<file path="config.mk">
export PLATFORM = sky130hd
export DESIGN_NAME = serial_adder
export DESIGN_NICKNAME = d
export VERILOG_FILES = /design/src/rtl/serial_adder_pkg.sv /design/src/rtl/fulladder.sv /design/src/rtl/serial_adder.sv
export SDC_FILE = /design/constraint.sdc
export NUM_CORES = 1
export LEC_CHECK = 0
export BUFFER_PORTS_ARGS = -buffer_cell sky130_fd_sc_hd__buf_2
export CAP_MARGIN = 20
export CORE_MARGIN = 8
export CORE_UTILIZATION = 43
export DETAILED_ROUTE_END_ITERATION = 6
export GPL_ROUTABILITY_DRIVEN = 0
export GPL_TIMING_DRIVEN = 1
export PLACE_DENSITY = 0.73
export SLEW_MARGIN = 20
export SYNTH_ARGS = -nofsm -noshare
export SYNTH_HDL_FRONTEND = slang
export SYNTH_SLANG_ARGS = --single-unit
</file>
<file path="constraint.sdc">
create_clock -name clk -period 2.15 [get_ports clk]
set_input_delay 0.3225 -clock clk [delete_from_list [all_inputs] [get_ports clk]]
set_output_delay 0.3225 -clock clk [all_outputs]
set_load 0.005 [all_outputs]
</file>
<file path="src/rtl/serial_adder_pkg.sv">
`default_nettype none
// ============================================================================
// Module   : serial_adder_pkg
// Brief    : Shared state encoding and sizing helper for the bit-serial adder.
// Revision : 1.0  initial release
// ============================================================================
package serial_adder_pkg;

    // Controller states of the serial adder
    typedef enum logic [1:0] {
        IDLE = 2'd0,
        RUN  = 2'd1,
        DONE = 2'd2
    } sadd_state_t;

    // Bit-counter width needed to index WIDTH operand bits
    function automatic int cnt_width(input int width);
        return $clog2(width);
    endfunction

endpackage : serial_adder_pkg
`default_nettype wire

</file>
<file path="src/rtl/fulladder.sv">
`default_nettype none
// ============================================================================
// Module   : fulladder
// Brief    : One-bit full adder stage (a + b + cin -> s, cout).
// Revision : 1.0  initial release
// ============================================================================
module fulladder (
    input  logic a,
    input  logic b,
    input  logic cin,
    output logic s,
    output logic cout
);

    // Sum and majority carry of the three input bits
    always_comb begin
        s    = a ^ b ^ cin;
        cout = (a & b) | (a & cin) | (b & cin);
    end

endmodule : fulladder
`default_nettype wire

</file>
<file path="src/rtl/serial_adder.sv">
`default_nettype none
// ============================================================================
// Module   : serial_adder
// Brief    : Multi-cycle bit-serial WIDTH-bit adder with start/done handshake.
//            Feeds one operand bit pair per clock (LSB first) through a single
//            full-adder stage, keeping the carry in a flop between cycles.
// Revision : 1.0  initial release
// ============================================================================
module serial_adder
    import serial_adder_pkg::*;
#(
    parameter int WIDTH = 8
) (
    input  logic             clk,
    input  logic             rst_n,
    input  logic             start,
    input  logic [WIDTH-1:0] a,
    input  logic [WIDTH-1:0] b,
    input  logic             cin,
    output logic             ready,
    output logic             busy,
    output logic             done,
    output logic [WIDTH-1:0] sum,
    output logic             cout,
    output logic             overflow
);

    localparam int               CNT_W    = cnt_width(WIDTH);
    localparam logic [CNT_W-1:0] CNT_LAST = CNT_W'(WIDTH - 1);

    sadd_state_t       r_state;
    logic [WIDTH-1:0]  r_a_sh;
    logic [WIDTH-1:0]  r_b_sh;
    logic [WIDTH-1:0]  r_sum_sh;
    logic              r_carry;
    logic              r_carry_msb;
    logic [CNT_W-1:0]  r_cnt;
    logic              r_ready;
    logic              r_busy;
    logic              r_done;
    logic [WIDTH-1:0]  r_sum;
    logic              r_cout;

    logic              w_s;
    logic              w_cout;

    // Single shared one-bit adder stage, fed from the LSBs of the shifters
    fulladder u_fa (
        .a    (r_a_sh[0]),
        .b    (r_b_sh[0]),
        .cin  (r_carry),
        .s    (w_s),
        .cout (w_cout)
    );

    // Controller, operand/sum shifters and result registers
    always_ff @(posedge clk or negedge rst_n) begin
        if (!rst_n) begin
            r_state     <= IDLE;
            r_a_sh      <= '0;
            r_b_sh      <= '0;
            r_sum_sh    <= '0;
            r_carry     <= 1'b0;
            r_carry_msb <= 1'b0;
            r_cnt       <= '0;
            r_ready     <= 1'b1;
            r_busy      <= 1'b0;
            r_done      <= 1'b0;
            r_sum       <= '0;
            r_cout      <= 1'b0;
        end else begin
            case (r_state)
                IDLE: begin
                    r_done <= 1'b0;
                    if (start) begin
                        r_a_sh  <= a;
                        r_b_sh  <= b;
                        r_carry <= cin;
                        r_cnt   <= '0;
                        r_ready <= 1'b0;
                        r_busy  <= 1'b1;
                        r_state <= RUN;
                    end
                end
                RUN: begin
                    r_a_sh   <= {1'b0, r_a_sh[WIDTH-1:1]};
                    r_b_sh   <= {1'b0, r_b_sh[WIDTH-1:1]};
                    r_sum_sh <= {w_s, r_sum_sh[WIDTH-1:1]};
                    r_carry  <= w_cout;
                    r_cnt    <= r_cnt + CNT_W'(1);
                    if (r_cnt == CNT_LAST) begin
                        // MSB pair is in the adder now: r_carry is the
                        // carry into the MSB, w_cout the final carry out.
                        r_carry_msb <= r_carry;
                        r_sum       <= {w_s, r_sum_sh[WIDTH-1:1]};
                        r_cout      <= w_cout;
                        r_busy      <= 1'b0;
                        r_done      <= 1'b1;
                        r_state     <= DONE;
                    end
                end
                DONE: begin
                    r_done  <= 1'b0;
                    r_ready <= 1'b1;
                    r_state <= IDLE;
                end
                default: begin
                    r_ready <= 1'b1;
                    r_busy  <= 1'b0;
                    r_done  <= 1'b0;
                    r_state <= IDLE;
                end
            endcase
        end
    end

    assign ready    = r_ready;
    assign busy     = r_busy;
    assign done     = r_done;
    assign sum      = r_sum;
    assign cout     = r_cout;
    // Both terms only change together on the RUN->DONE edge, so this holds
    // steady alongside sum/cout.
    assign overflow = r_carry_msb ^ r_cout;

endmodule : serial_adder
`default_nettype wire
</file>
; ---- After elaboration in Yosys (flattened, before gate mapping)
; Index checks and enable logic that the tools add are counted.
[totals]
register_bits = 43
input_bits = 20
out_inout_bits = 13
[op_classes]
addsub = 1
n_eq_ne = 5
mux = 18
n_bitwise = 10
reduce_logical = 7
[op_table]
columns = cell, n
row1 = $pmux W8 S2, 2
row2 = $mux W8, 2
row3 = $reduce_and A2 Y1, 4
row4 = $mux W1, 6
row5 = $pmux W3 S2, 1
row6 = $mux W2, 2
row7 = $ne A2 B2 Y1 const B, 2
row8 = $pmux W1 S2, 2
row9 = $pmux W2 S2, 1
row10 = $add A3 B1 Y3 const B, 1
row11 = $and A1 B1 Y1, 3
row12 = $eq A3 B3 Y1 const B, 1
row13 = $mux W3, 1
row14 = $pmux W1 S3, 1
row15 = $reduce_and A3 Y1, 1
row16 = $xor A1 B1 Y1, 3
row17 = $eq A2 B1 Y1 const B, 1
row18 = $eq A2 B2 Y1 const B, 1
row19 = $logic_not A2 Y1, 1
row20 = $not A1 Y1, 2
row21 = $or A1 B1 Y1, 2
row22 = $reduce_bool A2 Y1, 1

; ---- Depth between registers and ports, before layout
; Gate-level depths: netlist of run 1.
[depth]
depth_word = 4
ltp_mapped = 6

; ---- Hierarchy
; Synthesis of run 1 repeated with hierarchy kept, for this count alone.
[hier_totals]
cells_unflattened = 155
hier_area_um2 = 1811.7
[modules_own_cells]
columns = module, instances, cells_each, area_each_um2, seq_area_each_um2
row1 = serial_adder, 1, 154, 1791.7, 1052.3
row2 = fulladder, 1, 1, 20.0, 0.0

; ---- Least setup slack after synthesis of run 1
; Ideal clock, no wire load.
[synth_path]
path_kind = reg2reg
startpoint = register r_cnt[0]
endpoint = register r_cout (netlist: cout)
arrival_time_ns = 1.299
t_required_ns = 2.025
setup_slack_ns = 0.726
path_stages_with_launch = 6
synth_period_minus_slack_ns = 1.424
cell_sequence = dfrtp_1 -> ha_1 -> ha_1 -> nand2_2 -> buf_6 -> mux2_4
[synth_via]
elab_chain_len = 2
[synth_lines]
columns = element, line
row1 = start: declaration, serial_adder.sv:37  ; logic [CNT_W-1:0] r_cnt;
row2 = start signal: assignment, serial_adder.sv:90  ; r_cnt <= r_cnt + CNT_W'(1);
row3 = $eq A3 B3 Y1, serial_adder.sv:91  ; if (r_cnt == CNT_LAST) begin
row4 = $reduce_and A2 Y1 (no source line), --
row5 = end signal: assignment, serial_adder.sv:96  ; r_cout <= w_cout;
row6 = end: declaration, serial_adder.sv:42  ; logic r_cout;
; Every way passes these cells.
; A chain may end at the register's enable or synchronous reset.

; ---- Worst setup path in the final report of run 1
[layout_path]
startpoint = register r_state[1]
endpoint = register r_a_sh[0]
[layout_via]
elab_chain_len = 3
[layout_lines]
columns = element, line
row1 = start: declaration, serial_adder.sv:31  ; sadd_state_t r_state;
row2 = start signal: assignment, serial_adder.sv:59  ; r_state <= IDLE;
row3 = start signal: assignment, serial_adder.sv:82  ; r_state <= RUN;
row4 = start signal: assignment, serial_adder.sv:99  ; r_state <= DONE;
row5 = $eq A2 B1 Y1 or $logic_not A2 Y1 (tied branches), serial_adder.sv:72  ; case (r_state)
row6 = $reduce_bool A2 Y1 (no source line) or $ne A2 B2 Y1 (tied branches), --
row7 = $reduce_and A2 Y1 (no source line), --
row8 = end signal: assignment, serial_adder.sv:86  ; r_a_sh <= {1'b0, r_a_sh[WIDTH-1:1]};
row9 = end: declaration, serial_adder.sv:32  ; logic [WIDTH-1:0] r_a_sh;
; Several ways; a longest one is shown, not always the timed one.

==> impl_metrics.toml, run 1 <==
[status]
outcome = "complete, no violations"

[floorplanning]
core.rowCount = 23
die_w_um = 81.3
die_h_um = 81.3
floorplan.core_area_sq_um = 4060
initial_utilization_pct = 45.2
overall_die_area_sq_um = 6610
design.portCount = 33

[hold_path]
hold_path.class = "input pin to asynchronous set/reset pin"

[pwr]
p_sw_share_pct = 31.8
seqPwrFrac_pct = 43.9
power_frac_clock_pct = 22.9
p_leak_nw = 1.06
netSwitchingPower_mw = 1.03
comb_power_share_pct = 33.3
internal_power_mw = 2.22
power_per_cell_area_nw_per_um2 = 1510
worst_ir_drop_vdd_mv = 0.671

[clock_network]
cts-resized-gates = 0
postCtsSetupRepairBufs = 0
numCtsBuffers = 5
clk_pin_slew_worst_paths_ps = 80
clock-root-buffer = "sky130_fd_sc_hd__clkbuf_8"
ctsHoldBuffers = 0
tritoncts = "yes"
insertion_delay_ps = 300
ctsHtreeMaxLevel = 2
clock_path_buffers = 2
clock_sinks = 42

[grt]
grt_pass1_wl_mm = 6.09
gr-total-overflow = 0
groute.usage.overall_pct = 12.0
grt_max_degree = 43
first_global_vias = 1255
grt_antenna_before_repair = 0

[synthesis]
synth_warnings = 0
synth_commonest_cells = "41 x sky130_fd_sc_hd__dfrtp_1, 24 x sky130_fd_sc_hd__nand2_1, 12 x sky130_fd_sc_hd__nor2_1"
synth.ff_latch_count = 42
synth_enable_flop_cells = 0
ys_async_sr_fraction_pct = 100
synth.top_cell.area_share_pct = 56.0
synth_seq_area_share_pct = 57.4
post_synth_inst_count = 153
synth.distinct_cells = 30
synthesized_area_divided_by_synthesized_cell_count_sq_um = 12.0
post_synth_instance_area_sq_um = 1830
synth.area.top_cells = "sky130_fd_sc_hd__dfrtp_1 56%, sky130_fd_sc_hd__mux2_4 7.4%, sky130_fd_sc_hd__o221a_2 6.8%"
yosys_most_used_dff = "sky130_fd_sc_hd__dfrtp_1"
cell_type_with_the_highest_aggregate_area_in_the_netlist = "sky130_fd_sc_hd__dfrtp_1"
total_nets_after_synthesis = 176
synthMostInstantiatedCell = "sky130_fd_sc_hd__dfrtp_1"

[routing]
top_signal_layer_used = "met4"
routed-wl-met3_um = 209
wire_per_inst_um = 15.7
detail-route-antenna-nets = 0
met2_wirelength_mm = 1.77
dr_total_vias = 1247
routed_wl_mm = 3.71
drt_drc_violations_left = 0
dr.pass1.iters = 4
vias_per_cell = 5.28
met1_wire_length_mm = 1.62
detail_route.iter0.violations = 65

[worst_setup_path]
worstSetupEndpointType = "flip-flop"
crit_path_cell_trace = "nand2b_1 > o221a_2"
worst_r2r_path_depth = 2
category_of_the_worst_setup_path_launch_point = "flip-flop"
max_stage_delay_ps = 570
worst_r2r_endpoint = "r_a_sh[0]"
worstPathBufferInverterCount = 0
worstPathMaxFanout = 20
slowest_stage_cell_on_the_critical_path = "sky130_fd_sc_hd__dfrtp_1"
r2r_setup_slack_ps = 450
crit_family = "flip-flops"
critical_path_class = "flip-flop to flip-flop"
timing.rr.start = "r_state[1]"
critPathArrivalTime_ps = 1880
critPathRequiredTime_ps = 2330

[finish]
final_cells = 236
area_growth_syn_to_layout_pct = 17.9
num_antenna_cells = 0
final_std_cell_area_no_fill_sq_um = 2160
drive_above_1_share_pct = 36.6
nets = 208

[sta]
setup-violations-final = 0
rsz0062_at_grt = "false"
slew-limit-headroom_pct = 51.9
post-route-min-period_ps = 1700
hold_ws_ps = 83.4
fmaxAchievable_ghz = 0.588
final-hold-violation-count = 0
tightest_slew_ps = 722
layout_worst_path_cycle_share_pct = 79.1
final_max_slew_viol_count = 0
timing.setup.tns_ps = 0
post_route_skew_ps = 10.9

[run]
number_of_maximum_capacitance_constraint_violations = 0

[placed_design]
dp_cells = 228
place.detailed.hpwl_mm = 2.68
placement.cell_area_sq_um = 2020
numPortBuffers = 32
-- worst max-delay path by stage --
stage	from	endpoint	slack [ps]	cells after the start
finish	r_state[1]	r_a_sh[0]	450	2
global route	r_state[1]	r_a_sh[0]	330	2
CTS	r_state[1]	r_a_sh[0]	430	2
detailed placement	r_state[1]	r_b_sh[4]	460	2
global placement	r_state[1]	r_a_sh[5]	520	2
floorplan	r_cnt[0]	cout	730	5
-- power groups by stage --
stage / registers, mW / clock network [mW] / logic [mW]
after CTS: 1.43 / 0.759 / 1.11
after detailed placement: 1.44 / 0 / 1.11
after global placement: 1.41 / 0 / 1.04
final: 1.43 / 0.746 / 1.08
after global routing: 1.48 / 0.802 / 1.20
after floorplan: 1.35 / 0 / 0.836
-- per-layer routing --
metal | vias up | track usage (%)
li1 | 601 | -
met1 | 600 | 15.4
met2 | 37 | 16.8
met3 | 9 | 3.97
met4 | 0 | 8.04
met5 | - | 0
-- kinds of logic after synthesis --
logic type	Yosys count	share of synthesized area, %
AND/OR/NAND/NOR	57	15.2
flip-flops	42	57.4
AO/OA/AOI/OAI	28	13.1
buffers and inverters	12	3.41
multiplexers	10	7.99
adder cells (fa/ha/maj)	3	2.46
XOR/XNOR	1	0.478
-- through the flow --
step	utilization [%]	setup slack (ps)	total power, mW
after floorplan	-	726	2.19
final	53.3	450	3.26
after global routing	53.3	326	3.48
after detailed placement	49.9	458	2.55
after CTS	53.3	429	3.29
after global placement	49.9	516	2.45
-- layout make-up --
cell class,count,area (sq um)
Fill cell,358,1900
Clock inverter,3,68.8
Clock buffer,5,68.8
Multi-Input combinational cell,99,718
Inverter,2,7.51
Tap cell,50,62.6
Timing Repair Buffer,35,183
Sequential cell,42,1050
-- flip-flops by register name, summed over array words and instances, names as in the netlist --
| signal | flops |
|---|---|
| r_a_sh | 8 |
| r_b_sh | 8 |
| sum | 8 |
| r_sum_sh | 7 |
| r_cnt | 3 |
| r_state | 2 |
| busy | 1 |
| cout | 1 |
| done | 1 |
| r_carry | 1 |
| r_carry_msb | 1 |
| ready | 1 |
-- cell usage in the layout, fill, tap and decap left out, drive strengths merged, types with 3 or more instances in the layout --
cell type / instances
dfrtp: 41
buf: 35
nand2: 25
nor2: 12
nand3b: 11
o221a: 11
mux2: 10
o21ai: 5
clkbuf: 5
nor3: 4
a211oi: 4
nand2b: 3
-- worst reg2reg max path, cell delays in order (launching register included) --
cell,delay [ps]
sky130_fd_sc_hd__dfrtp_1,570
sky130_fd_sc_hd__nand2b_1,570
sky130_fd_sc_hd__o221a_2,450
No activity file was read; power rests on OpenSTA's default activity.
==> run 2, diff against run 1 <==
--- a/config.mk
+++ b/config.mk
@@ -5,6 +5,7 @@
 export SDC_FILE = /design/constraint.sdc
 export NUM_CORES = 1
 export LEC_CHECK = 0
+export ABC_AREA = 1
 export BUFFER_PORTS_ARGS = -buffer_cell sky130_fd_sc_hd__buf_2
 export CAP_MARGIN = 20
 export CORE_MARGIN = 8
@@ -12,7 +13,7 @@
 export DETAILED_ROUTE_END_ITERATION = 6
 export GPL_ROUTABILITY_DRIVEN = 0
 export GPL_TIMING_DRIVEN = 1
-export PLACE_DENSITY = 0.73
+export PLACE_DENSITY = 0.75
 export SLEW_MARGIN = 20
 export SYNTH_ARGS = -nofsm -noshare
 export SYNTH_HDL_FRONTEND = slang
==> constraint.sdc (replaced) <==
create_clock -name clk -period 1.4 [get_ports clk]
set_input_delay 0.21 -clock clk [delete_from_list [all_inputs] [get_ports clk]]
set_output_delay 0.21 -clock clk [all_outputs]
set_load 0.005 [all_outputs]
==> impl_metrics.toml, run 2 <==
[status]
outcome = "complete, no violations"

[routing]
routed_wl_mm = 4.23
dr.pass1.iters = 4
detail_route.iter0.violations = 136
dr_total_vias = 1594
drt_drc_violations_left = 0
detail-route-antenna-nets = 0
vias_per_cell = 4.76
wire_per_inst_um = 12.6

[synthesis]
synth_seq_area_share_pct = 52.4
synth.area.top_cells = "sky130_fd_sc_hd__dfrtp_1 51%, sky130_fd_sc_hd__nand3_1 12%, sky130_fd_sc_hd__nand2_1 11%"
synth_commonest_cells = "57 x sky130_fd_sc_hd__nand2_1, 47 x sky130_fd_sc_hd__nand3_1, 41 x sky130_fd_sc_hd__dfrtp_1"
ys_async_sr_fraction_pct = 100
synthesized_area_divided_by_synthesized_cell_count_sq_um = 8.51
synth.top_cell.area_share_pct = 51.1
total_nets_after_synthesis = 259
synth_enable_flop_cells = 0
synth_warnings = 0
yosys_most_used_dff = "sky130_fd_sc_hd__dfrtp_1"
post_synth_instance_area_sq_um = 2010
synthMostInstantiatedCell = "sky130_fd_sc_hd__nand2_1"
synth.ff_latch_count = 42
synth.distinct_cells = 22
cell_type_with_the_highest_aggregate_area_in_the_netlist = "sky130_fd_sc_hd__dfrtp_1"
post_synth_inst_count = 236

[hold_path]
hold_path.class = "input pin to flip-flop"

[clock_network]
ctsHtreeMaxLevel = 2
tritoncts = "yes"
insertion_delay_ps = 300
clock_path_buffers = 2
clk_pin_slew_worst_paths_ps = 80
clock-root-buffer = "sky130_fd_sc_hd__clkbuf_8"
numCtsBuffers = 5
clock_sinks = 42

[worst_setup_path]
critPathArrivalTime_ps = 1450
r2r_setup_slack_ps = 130
critPathRequiredTime_ps = 1590
worstSetupEndpointType = "flip-flop"
worstPathMaxFanout = 3
critical_path_class = "flip-flop to flip-flop"
category_of_the_worst_setup_path_launch_point = "flip-flop"

[floorplanning]
design.portCount = 33
floorplan.core_area_sq_um = 4600
die_w_um = 84.3
overall_die_area_sq_um = 7110
initial_utilization_pct = 43.7
die_h_um = 84.3
core.rowCount = 25

[grt]
groute.usage.overall_pct = 12.0
grt_pass1_wl_mm = 7.11
grt_max_degree = 27
first_global_vias = 1522
grt_antenna_before_repair = 0
gr-total-overflow = 0

[pwr]
power_per_cell_area_nw_per_um2 = 2210
p_leak_nw = 1.34
worst_ir_drop_vdd_mv = 1.18
power.total_mw = 5.26

[sta]
setup-violations-final = 0
final_max_slew_viol_count = 0
rsz0062_at_grt = "false"
fmaxAchievable_ghz = 0.790
post_route_skew_ps = 7.97
final-hold-violation-count = 0
timing.setup.tns_ps = 0
tightest_slew_ps = 289
post-route-min-period_ps = 1270
slew-limit-headroom_pct = 80.7
layout_worst_path_cycle_share_pct = 90.4

[finish]
num_antenna_cells = 0
area_growth_syn_to_layout_pct = 18.6
drive_above_1_share_pct = 23.5
layout_commonest_cell = "sky130_fd_sc_hd__nand2_1"
postLayoutCoreUtil_pct = 51.8
nets = 303
layout_common_cells = "57 x sky130_fd_sc_hd__nand2_1, 47 x sky130_fd_sc_hd__nand3_1, 41 x sky130_fd_sc_hd__dfrtp_1"

[placed_design]
numPortBuffers = 32
place.detailed.hpwl_mm = 2.91

[run]
number_of_maximum_capacitance_constraint_violations = 0
==> run 2: power breakdown <==
group          leakage (nW)  internal, mW  total (mW)  switching, mW
sequential            0.518          1.79        2.12          0.334
clock                0.0579         0.525       0.946          0.421
combinational         0.760         0.923        2.19           1.27
==> run 2: per-layer routing <==
| layer | up-vias | share of wire (%) | routed length, um | global-route usage, % |
|---|---|---|---|---|
| met5 | - | 0 | 0 | 0 |
| met4 | 0 | 1.4 | 61 | 4.17 |
| met3 | 6 | 3.3 | 139 | 3.39 |
| met2 | 27 | 45 | 1920 | 17.3 |
| met1 | 737 | 50 | 2110 | 16.8 |
| li1 | 824 | - | - | - |
==> run 2: final cells by class <==
| class | count | area (sq um) |
|---|---|---|
| well taps | 54 | 67.6 |
| flip-flops and latches | 42 | 1050 |
| fillers | 416 | 2220 |
| repair buffers | 49 | 303 |
| inverters | 40 | 153 |
| clock buffers | 5 | 68.8 |
| clock inverters | 3 | 40.0 |
| multi-input cells | 142 | 698 |
==> run 2: kinds of logic after synthesis <==
family	after synthesis	synth area share, %
compound gates	19	4.80
xor+xnor	1	0.436
fa+ha+maj	3	2.24
buf+inv	52	13.0
flops	42	52.4
simple gates	119	27.2
==> run 2: timing repair <==
action                                  4_1_cts  5_1_grt
gates resized for setup                       0        1
hold buffers                                  1        0
buffers inserted                              0        6
endpoints found under the hold margin         9        0
endpoints found under the setup margin        0        4
==> run 2: through the flow <==
stage | setup WS (ps) | cell area, sq um | instances | hold WS (ps)
final | 134 | 2380 | 335 | 126
after global routing | 18.1 | 2380 | 335 | 138
after CTS | 23.0 | 2330 | 329 | 124
after detailed placement | 30.0 | 2220 | 320 | 108
after global placement | 89.9 | 2220 | 320 | 106
after floorplan | 180 | 2010 | 236 | -85.6
==> run 2: worst paths after layout <==
| path | from | to | cells past startpoint |
|---|---|---|---|
| worst max-delay path | r_carry | r_carry | 5 |
| worst min-delay path | b[7] | r_b_sh[7] | 3 |
| worst max register to register | r_carry | r_carry | 5 |
| worst min register to register | r_cnt[0] | r_cnt[0] | 1 |
| max in group asynchronous | rst_n | r_a_sh[2] | 3 |
| min in group asynchronous | rst_n | done | 2 |
==> run 2: worst max-delay path, cell delays in order, from the launching register on <==
cell,delay (ps)
sky130_fd_sc_hd__dfrtp_1,430
sky130_fd_sc_hd__fa_1,420
sky130_fd_sc_hd__inv_1,80
sky130_fd_sc_hd__nand3_1,70
sky130_fd_sc_hd__nand3_1,90
sky130_fd_sc_hd__nand2_1,60
==> run 3, diff against run 2 <==
--- a/config.mk
+++ b/config.mk
@@ -14,6 +14,7 @@
 export GPL_ROUTABILITY_DRIVEN = 0
 export GPL_TIMING_DRIVEN = 1
 export PLACE_DENSITY = 0.75
+export SETUP_SLACK_MARGIN = 0.15
 export SLEW_MARGIN = 20
 export SYNTH_ARGS = -nofsm -noshare
 export SYNTH_HDL_FRONTEND = slang
==> impl_metrics.toml, run 3 (synthesis results as in run 2) <==
[status]
outcome = "complete, no violations"

[floorplanning]
floorplan.core_area_sq_um = 4600
die_w_um = 84.3
initial_utilization_pct = 43.7
design.portCount = 33
core.rowCount = 25
overall_die_area_sq_um = 7110
die_h_um = 84.3

[placed_design]
place.detailed.hpwl_mm = 2.91
numPortBuffers = 32
pre_cts_ws_ps = 30.0

[hold_path]
timing.hold.worst_path_depth = 3
min_to = "r_b_sh[7]"
hold_start = "b[7]"
hold_path.class = "input pin to flip-flop"

[sta]
slew-limit-headroom_pct = 81.2
tightest_slew_ps = 283
post_route_skew_ps = 9.39
rsz0062_at_grt = "true"
final-hold-violation-count = 0
fmaxAchievable_ghz = 0.802
post-route-min-period_ps = 1250
setup-violations-final = 0
final_max_slew_viol_count = 0
post-route-worst-setup-slack_ps = 153
layout_worst_path_cycle_share_pct = 89.0
timing.setup.tns_ps = 0

[worst_setup_path]
critPathRequiredTime_ps = 1590
worstPathMaxFanout = 26
cp_common_cell = "sky130_fd_sc_hd__nand2_1"
r2r_setup_slack_ps = 150
crit_cells = 6
worst_r2r_path_depth = 6
crit_path_cell_trace = "inv_4 > nand2_4 > buf_12 > nand2_1 > nand3_1 > nand2_1"
max_stage_delay_ps = 410
worstPathBufferInverterCount = 2
crit_family = "simple AND/OR/NAND/NOR gates"
worst_r2r_endpoint = "r_carry"
timing.rr.start = "r_state[1]"
category_of_the_worst_setup_path_launch_point = "flip-flop"
worstSetupEndpointType = "flip-flop"
critPathArrivalTime_ps = 1430
slowest_stage_cell_on_the_critical_path = "sky130_fd_sc_hd__dfrtp_1"
critical_path_class = "flip-flop to flip-flop"

[routing]
routed_wl_mm = 4.44
vias_per_cell = 4.79
dr.pass1.iters = 4
drt_drc_violations_left = 0
dr_total_vias = 1615
detail-route-antenna-nets = 0
wire_per_inst_um = 13.2
detail_route.iter0.violations = 82

[finish]
drive_above_1_share_pct = 24.7
num_antenna_cells = 0
layout_commonest_cell = "sky130_fd_sc_hd__nand2_1"
nets = 305
layout_common_cells = "57 x sky130_fd_sc_hd__nand2_1, 47 x sky130_fd_sc_hd__nand3_1, 41 x sky130_fd_sc_hd__dfrtp_1"
area_growth_syn_to_layout_pct = 22.6

[grt]
groute.usage.overall_pct = 12.2
first_global_vias = 1583
grt_pass1_wl_mm = 7.25
grt_antenna_before_repair = 0
grt_max_degree = 27
gr-total-overflow = 0

[run]
number_of_maximum_capacitance_constraint_violations = 0

[pwr]
worst_ir_drop_vdd_mv = 1.18
p_leak_nw = 1.35
power_per_cell_area_nw_per_um2 = 2240

[clock_network]
clock_sinks = 42
insertion_delay_ps = 300
clock-root-buffer = "sky130_fd_sc_hd__clkbuf_8"
clock_path_buffers = 2
numCtsBuffers = 5
ctsHtreeMaxLevel = 2
tritoncts = "yes"
clk_pin_slew_worst_paths_ps = 90
run 3: changes by cell type in the layout (fill, tap and decap cells not counted), sizes merged:
cell | before | now
buf | 48 | 50
run 3: worst register-to-register path: cells and delay by family, from the launching register on:
family / cells / cell delay [ps]
buf+inv: 2 / 300
flops: 1 / 410
simple gates: 4 / 420
run 3: power by group:
part | leakage (nW) | switching [mW] | internal, mW
combinational | 0.777 | 1.37 | 1.07
sequential | 0.518 | 0.343 | 1.79
clock | 0.0579 | 0.424 | 0.525
total | 1.35 | 2.14 | 3.38
run 3: metal layers:
| layer | GRT usage [%] | wire (um) |
|---|---|---|
| met4 | 4.17 | 61 |
| met1 | 16.5 | 2150 |
| met2 | 18.0 | 2080 |
| met5 | 0 | 0 |
| met3 | 3.78 | 149 |
run 3: repair_timing:
action | CTS | global route
setup buffers | 4 | 4
hold buffers | 1 | 0
pin swaps | 1 | 4
gates resized for setup | 2 | 6
endpoints found under the setup margin | 13 | 34
gates cloned | 0 | 0
hold endpoints to repair | 9 | 0
run 3: worst max-delay path by stage:
| stage | start | end | slack, ps |
|---|---|---|---|
| after floorplan | r_cnt[0] | cout | 180 |
| after global placement | r_cnt[0] | r_carry_msb | 90 |
| after detailed placement | r_cnt[0] | r_carry_msb | 30 |
| after CTS | r_carry | r_carry | 150 |
| after global routing | r_cnt[1] | sum[2] | 80 |
| final | r_state[1] | r_carry | 150 |
run 3: cell type report:
type                    instances  area (sq um)
clock buffers                   5          68.8
multi-input cells             142           737
clock inverters                 3          40.0
inverters                      40           153
fillers                       405          2140
well taps                      54          67.6
flip-flops and latches         42          1050
repair buffers                 51           343
run 3: per-stage QoR:
stage	cells	total power, mW	util [%]	cell area, sq um	hold WS (ps)
after global routing	337	6.00	53.5	2460	138
after global placement	320	4.19	48.2	2220	106
final	337	5.52	53.5	2460	128
after CTS	333	5.32	52.0	2390	124
after floorplan	236	3.70	-	2010	-85.6
after detailed placement	320	4.29	48.2	2220	108
